===== src/rtl/apb_master_bridge_pkg.sv =====
// Shared types and constants for the APB master bridge and its address decoder.
package apb_master_bridge_pkg;

  localparam int unsigned APB_SEL_BITS = 2;

  typedef enum logic [1:0] {
    MST_IDLE   = 2'd0,
    MST_SETUP  = 2'd1,
    MST_ACCESS = 2'd2
  } mst_state_e;

endpackage


===== src/rtl/apb_addr_decoder.sv =====
// Maps the slave-select address bits onto one-hot PSEL lines; flags selects
// beyond the populated slave count.
module apb_addr_decoder
  import apb_master_bridge_pkg::*;
#(
  parameter int unsigned NO_SLAVES = 1
) (
  input  logic [APB_SEL_BITS-1:0] i_sel_bits,
  output logic [NO_SLAVES-1:0]    o_sel_oh_c,
  output logic                    o_decode_err_c
);

  always_comb begin
    o_sel_oh_c     = '0;
    o_decode_err_c = 1'b1;
    for (int unsigned i = 0; i < NO_SLAVES; i++) begin
      if (i_sel_bits == APB_SEL_BITS'(i)) begin
        o_sel_oh_c[i]  = 1'b1;
        o_decode_err_c = 1'b0;
      end
    end
  end

endmodule


===== src/rtl/apb_master_bridge.sv =====
// Single-master APB3 requester: turns valid/ready commands into SETUP/ACCESS
// transfers with ready masking, timeout abort and a one-cycle response strobe.
module apb_master_bridge
  import apb_master_bridge_pkg::*;
#(
  parameter int unsigned DATA_WIDTH        = 32,
  parameter int unsigned ADDR_WIDTH        = 16,
  parameter int unsigned NO_SLAVES         = 1,
  parameter int unsigned TIMEOUT_CYCLES    = 16,
  parameter int unsigned READY_MASK_CYCLES = 2
) (
  input  logic                  PCLK,
  input  logic                  PRESETn,
  input  logic                  cmd_valid,
  output logic                  cmd_ready,
  input  logic                  cmd_write,
  input  logic [ADDR_WIDTH-1:0] cmd_addr,
  input  logic [DATA_WIDTH-1:0] cmd_wdata,
  output logic                  rsp_valid,
  output logic [DATA_WIDTH-1:0] rsp_rdata,
  output logic                  rsp_err,
  output logic                  busy,
  output logic [NO_SLAVES-1:0]  PSELx,
  output logic [ADDR_WIDTH-1:0] PADDR,
  output logic                  PWRITE,
  output logic [DATA_WIDTH-1:0] PWDATA,
  output logic                  PENABLE,
  input  logic                  PREADY,
  input  logic [DATA_WIDTH-1:0] PRDATA,
  input  logic                  PSLVERR
);

  localparam int unsigned CNT_PEAK = (TIMEOUT_CYCLES > READY_MASK_CYCLES) ?
                                     TIMEOUT_CYCLES : READY_MASK_CYCLES;
  localparam int unsigned WCNT_W   = $clog2(CNT_PEAK + 2);
  // Last ACCESS cycle index before abort, so exactly TIMEOUT_CYCLES ACCESS cycles run.
  localparam int unsigned TO_LAST  = (TIMEOUT_CYCLES == 0) ? 0 : TIMEOUT_CYCLES - 1;
  localparam logic [WCNT_W-1:0] WCNT_SAT = '1;

  mst_state_e            r_state;
  mst_state_e            w_state_nxt;
  logic [WCNT_W-1:0]     r_wait_cnt;

  logic                  w_accept;
  logic                  w_dec_err;
  logic [NO_SLAVES-1:0]  w_dec_oh;
  logic                  w_ready_ok;
  logic                  w_timeout;

  logic                  r_cmd_ready,  w_cmd_ready_nxt;
  logic                  r_rsp_valid,  w_rsp_valid_nxt;
  logic [DATA_WIDTH-1:0] r_rsp_rdata,  w_rsp_rdata_nxt;
  logic                  r_rsp_err,    w_rsp_err_nxt;
  logic                  r_busy,       w_busy_nxt;
  logic [NO_SLAVES-1:0]  r_psel,       w_psel_nxt;
  logic [ADDR_WIDTH-1:0] r_paddr,      w_paddr_nxt;
  logic                  r_pwrite,     w_pwrite_nxt;
  logic [DATA_WIDTH-1:0] r_pwdata,     w_pwdata_nxt;
  logic                  r_penable,    w_penable_nxt;

  apb_addr_decoder #(
    .NO_SLAVES (NO_SLAVES)
  ) u_addr_decoder (
    .i_sel_bits     (cmd_addr[ADDR_WIDTH-1 -: APB_SEL_BITS]),
    .o_sel_oh_c     (w_dec_oh),
    .o_decode_err_c (w_dec_err)
  );

  assign w_accept   = cmd_valid & r_cmd_ready & (r_state == MST_IDLE);
  assign w_ready_ok = (r_state == MST_ACCESS) && PREADY &&
                      (r_wait_cnt >= WCNT_W'(READY_MASK_CYCLES));
  // A valid PREADY always beats the timeout in the same cycle.
  assign w_timeout  = (r_state == MST_ACCESS) && (TIMEOUT_CYCLES != 0) && !w_ready_ok &&
                      (r_wait_cnt >= WCNT_W'(TO_LAST));

  always_ff @(posedge PCLK or negedge PRESETn) begin
    if (!PRESETn) r_state <= MST_IDLE;
    else          r_state <= w_state_nxt;
  end

  always_comb begin
    w_state_nxt = r_state;
    case (r_state)
      MST_IDLE:   if (w_accept && !w_dec_err) w_state_nxt = MST_SETUP;
      MST_SETUP:  w_state_nxt = MST_ACCESS;
      MST_ACCESS: if (w_ready_ok || w_timeout) w_state_nxt = MST_IDLE;
      default:    w_state_nxt = MST_IDLE;
    endcase
  end

  // Next values of the registered outputs; bus address/control/data hold by default.
  always_comb begin
    w_cmd_ready_nxt = (w_state_nxt == MST_IDLE);
    w_busy_nxt      = (w_state_nxt != MST_IDLE);
    w_rsp_valid_nxt = 1'b0;
    w_rsp_rdata_nxt = '0;
    w_rsp_err_nxt   = 1'b0;
    w_psel_nxt      = r_psel;
    w_paddr_nxt     = r_paddr;
    w_pwrite_nxt    = r_pwrite;
    w_pwdata_nxt    = r_pwdata;
    w_penable_nxt   = 1'b0;
    case (r_state)
      MST_IDLE: begin
        w_psel_nxt = '0;
        if (w_accept) begin
          if (w_dec_err) begin
            w_rsp_valid_nxt = 1'b1;
            w_rsp_err_nxt   = 1'b1;
          end else begin
            w_psel_nxt   = w_dec_oh;
            w_paddr_nxt  = cmd_addr;
            w_pwrite_nxt = cmd_write;
            w_pwdata_nxt = cmd_wdata;
          end
        end
      end
      MST_SETUP: w_penable_nxt = 1'b1;
      MST_ACCESS: begin
        if (w_ready_ok) begin
          w_rsp_valid_nxt = 1'b1;
          w_rsp_err_nxt   = PSLVERR;
          w_rsp_rdata_nxt = (!r_pwrite && !PSLVERR) ? PRDATA : '0;
          w_psel_nxt      = '0;
        end else if (w_timeout) begin
          w_rsp_valid_nxt = 1'b1;
          w_rsp_err_nxt   = 1'b1;
          w_psel_nxt      = '0;
        end else begin
          w_penable_nxt   = 1'b1;
        end
      end
      default: w_psel_nxt = '0;
    endcase
  end

  always_ff @(posedge PCLK or negedge PRESETn) begin
    if (!PRESETn) begin
      r_wait_cnt  <= '0;
      r_cmd_ready <= 1'b0;
      r_busy      <= 1'b0;
      r_rsp_valid <= 1'b0;
      r_rsp_rdata <= '0;
      r_rsp_err   <= 1'b0;
      r_psel      <= '0;
      r_paddr     <= '0;
      r_pwrite    <= 1'b0;
      r_pwdata    <= '0;
      r_penable   <= 1'b0;
    end else begin
      if (w_state_nxt == MST_SETUP) begin
        r_wait_cnt <= '0;
      end else if (r_state == MST_ACCESS && r_wait_cnt != WCNT_SAT) begin
        r_wait_cnt <= r_wait_cnt + WCNT_W'(1);
      end
      r_cmd_ready <= w_cmd_ready_nxt;
      r_busy      <= w_busy_nxt;
      r_rsp_valid <= w_rsp_valid_nxt;
      r_rsp_rdata <= w_rsp_rdata_nxt;
      r_rsp_err   <= w_rsp_err_nxt;
      r_psel      <= w_psel_nxt;
      r_paddr     <= w_paddr_nxt;
      r_pwrite    <= w_pwrite_nxt;
      r_pwdata    <= w_pwdata_nxt;
      r_penable   <= w_penable_nxt;
    end
  end

  assign cmd_ready = r_cmd_ready;
  assign busy      = r_busy;
  assign rsp_valid = r_rsp_valid;
  assign rsp_rdata = r_rsp_rdata;
  assign rsp_err   = r_rsp_err;
  assign PSELx     = r_psel;
  assign PADDR     = r_paddr;
  assign PWRITE    = r_pwrite;
  assign PWDATA    = r_pwdata;
  assign PENABLE   = r_penable;

endmodule


===== config.mk =====
export PLATFORM = sky130hd
export DESIGN_NAME = apb_master_bridge
export DESIGN_NICKNAME = d
export VERILOG_FILES = /design/src/rtl/apb_master_bridge_pkg.sv /design/src/rtl/apb_addr_decoder.sv /design/src/rtl/apb_master_bridge.sv
export SDC_FILE = /design/constraint.sdc
export NUM_CORES = 1
export LEC_CHECK = 0
export ABC_AREA = 1
export CAP_MARGIN = 25
export CORE_MARGIN = 2
export CORE_UTILIZATION = 30
export DETAILED_ROUTE_END_ITERATION = 7
export GPL_TIMING_DRIVEN = 1
export PLACE_DENSITY = 0.7
export SYNTH_ARGS = -nofsm -noshare
export SYNTH_HDL_FRONTEND = slang
export SYNTH_SLANG_ARGS = --single-unit

===== constraint.sdc =====
create_clock -name PCLK -period 1.6 [get_ports PCLK]
set_input_delay 0.48 -clock PCLK [delete_from_list [all_inputs] [get_ports PCLK]]
set_output_delay 0.48 -clock PCLK [all_outputs]
set_load 0.05 [all_outputs]

==> run_results.csv <==
group,metric,value,unit
outcome,status,"complete, but fails checks",
outcome,violations,"negative setup slack",
detailed_routing,vias,3246,
cells_and_area,drive_above_1_share,0.2805,
clock_tree,clk_pin_slew,0.06,ns
critical_path,critPathArrivalTime,2.05,ns
global_route,grtUsageMet3,0.06617,
sta,finalSetupViolations,13,
sta,rsz0062_at_grt,"yes",
floorplanning,core,0.01196,sq mm
global_route,grt_pass1_wl,16470,um
sta,fin_tns_setup,-2.132,ns
synth,syn_nets,489,
pwr,pwr-share-comb,0.548,
sta,max_freq,545.5,MHz
clock_tree,clock_sinks,94,
clock_tree,cts_tree,"built",
pwr,p_per_area,1906,mW/mm^2
global_route,busiest_layer,"met2",
pwr,pwr-share-seq,0.286,
clock_tree,numCtsBuffers,9,
synth,synth_area,0.003672,sq mm
synth,synth_seq_area_share,0.6405,
synth,synth.area.top_cells,"dfrtp_1, nand2_1, nor2_1, ha_1, nor2_2",
placement,place_area,0.006595,sq mm
global_route,gr-usage-all-layers,0.1620,
critical_path,end_kind,"flip-flop",
critical_path,cp.required,1.82,ns
synth,synthesis.instances,395,
cells_and_area,final_cells,746,
cells_and_area,final_cell_mix,"nand2_1, dfrtp_1, buf_12, clkdlybuf4s50_1, nor2_1",
sta,period_share,1.146,
synth,synth_top_cell_by_area,"dfrtp_1",
detailed_routing,drc,0,
floorplanning,die_area,0.01314,sq mm
sta,skew,0.004201,ns
sta,worstMarginPinSlew,0.4837,ns
cells_and_area,multi_input_area,0.001210,sq mm
pwr,max-vdd-ir-drop,0.7611,mV
floorplanning,rows,40,
pwr,pwr-share-clk,0.165,
sta,finalCriticalPeriod,1.833,ns
pwr,p_leak,0.003378,uW
synth,synth_top_area_frac,0.6405,
synth,synth-seq-cells,94,
detailed_routing,dr.first_iter.drc_count,119,
cells_and_area,nFillCells,970,
global_route,grt_pass1_vias,3401,
pwr,switching_share,0.4041,
synth,netlist-cell-type-count,25,
global_route,grt_use_met1,0.1765,
placement,place_congestion,0.7930,
detailed_routing,drt-vias-per-instance,4.351,
global_route,grt-ovfl-total,0,
sta,finalMaxSlewViolations,0,
sta,finalHoldViolations,0,
placement,pre_cts_slack,-0.2591,ns
placement,dp_cells,718,
flow_run,cap_violations,0,
detailed_routing,wl_per_cell,14.13,um
clock_tree,cts_buffer_depth,2,
detailed_routing,antenna_left,0,
cells_and_area,layout_commonest_cell,"nand2_1",
pwr,power.total,13600,uW
cells_and_area,design_area,0.007132,sq mm
global_route,grt_max_degree,95,
sta,relSlewSlack,0.6775,
global_route,antenna_found_initial,0,
pwr,netSwitchingPower,5495,uW
placement,port_buffers,172,
critical_path,cp_max_fo,5,
floorplanning,start_util,0.3070,
floorplanning,die_w,114.6,um
detailed_routing,drt-total-wl,10540,um
critical_path,cp-start-kind,"flip-flop",
synth,syn_area_per_cell,9.297,sq um
detailed_routing,drtPass1Iterations,4,
cells_and_area,antenna_cells,0,
floorplanning,pin_count,173,
critical_path,worst-setup-path-type,"reg -> reg",
cells_and_area,syn2layout_area_growth,94.21,%
floorplanning,die_y,114.6,um
cells_and_area,regArea,0.002352,sq mm
clock_tree,htreeDepth,3,
placement,dpl.hpwl,7652,um
clock_tree,clock_latency,0.33,ns
global_route,grt_use_met2,0.2892,
sta,finalWorstSetupSlack,-0.2332,ns
synth,yosys_warnings,0,
pwr,internal_power,8101,uW
hold_path,hold_class,"in -> async",
cells_and_area,nets,688,
clock_tree,cts-root-buf,"clkbuf_16",
cells by family (layout without fill, tap and decap cells):
logic type	count (synthesis)	after routing	share of synthesized area
AOI/OAI and AO/OA	7	7	0.01397
xor gates and xnor gates	3	3	0.007156
adders and majority gates	8	8	0.02726
and+or+nand+nor	246	246	0.2698
buffers and inverters	37	241	0.04123
DFF	94	94	0.6405
critical path, cell delays in order (launching register included):
cell,delay (ns)
dfrtp_1,0.39
ha_2,0.20
nand2_2,0.07
nor2_2,0.04
ha_2,0.16
or2_4,0.24
nor2_4,0.12
nand3_2,0.09
nand2_2,0.08
nand2_4,0.06
nor2_4,0.20
nor2_2,0.06
layer usage:
layer | up-vias | wire length (um) | part of all wire
met3 | 9 | 986 | 0.094
li1 | 1589 | - | -
met2 | 125 | 5434 | 0.52
met4 | 0 | 94 | 0.0089
met5 | - | 0 | 0
met1 | 1523 | 4023 | 0.38
power groups by stage:
stage          Combinational (uW)  Sequential [uW]  Clock (uW)
2_1_floorplan                1160             5930           0
6_report                     7460             3890        2250
4_1_cts                      7400             3900        2330
3_5_place_dp                 7230             3940           0
5_1_grt                      7810             3990        2440
3_3_place_gp                 7130             3890           0
synth_stat cells, drive strengths merged:
library cell    n
nand3           6
nand4           1
o21ai           4
or2             2
o211ai          1
clkinv          1
nand2         186
buf            10
a21boi          1
ha              8
xor2            3
inv            19
clkbuf          7
a21oi           1
nor2           51
dfrtp          94
registers in the layout, summed over array words and instances (netlist names):
| register | cells |
|---|---|
| PWDATA | 32 |
| rsp_rdata | 32 |
| PADDR | 16 |
| r_wait_cnt | 5 |
| r_state | 2 |
| PENABLE | 1 |
| PSELx | 1 |
| PWRITE | 1 |
| busy | 1 |
| cmd_ready | 1 |
| rsp_err | 1 |
| rsp_valid | 1 |
what timing repair did:
item,CTS,global route
resized for setup,13,8
buffers inserted,4,4
hold buffers,0,0
cloned,1,3
setup endpoints to repair,44,63
pin swaps,3,3
worst paths after layout:
kind / from / endpoint / slack (ns) / depth (start not counted)
max: r_wait_cnt[0] / r_wait_cnt[4] / -0.23 / 11
min: PRESETn / PADDR[12] / 0.18 / 2
max reg2reg: r_wait_cnt[0] / r_wait_cnt[4] / -0.23 / 11
min reg2reg: PWDATA[31] / PWDATA[31] / 0.54 / 2
max in group asynchronous: PRESETn / PWDATA[4] / 1.05 / 2
min in group PCLK: PWDATA[31] / PWDATA[31] / 0.54 / 2
through the flow:
step / utilization / hold WS (ns)
final: 0.5962 / 0.1785
after global routing: 0.5962 / 0.2243
after CTS: 0.5858 / 0.2036
after detailed placement: 0.5514 / 0.5314
after global placement: 0.5514 / 0.5258
after floorplan: - / 0.1844
area by class of cell:
type                       instances  share of cell area
timing repair buffer             205              0.4182
sequential                        94              0.3298
multi-input combinational        264              0.1696
clock buffer                      13             0.03509
tap                              147             0.02579
inverter                          20             0.01193
clock inverter                     3            0.009474
Power figures use the tool's default switching activity.
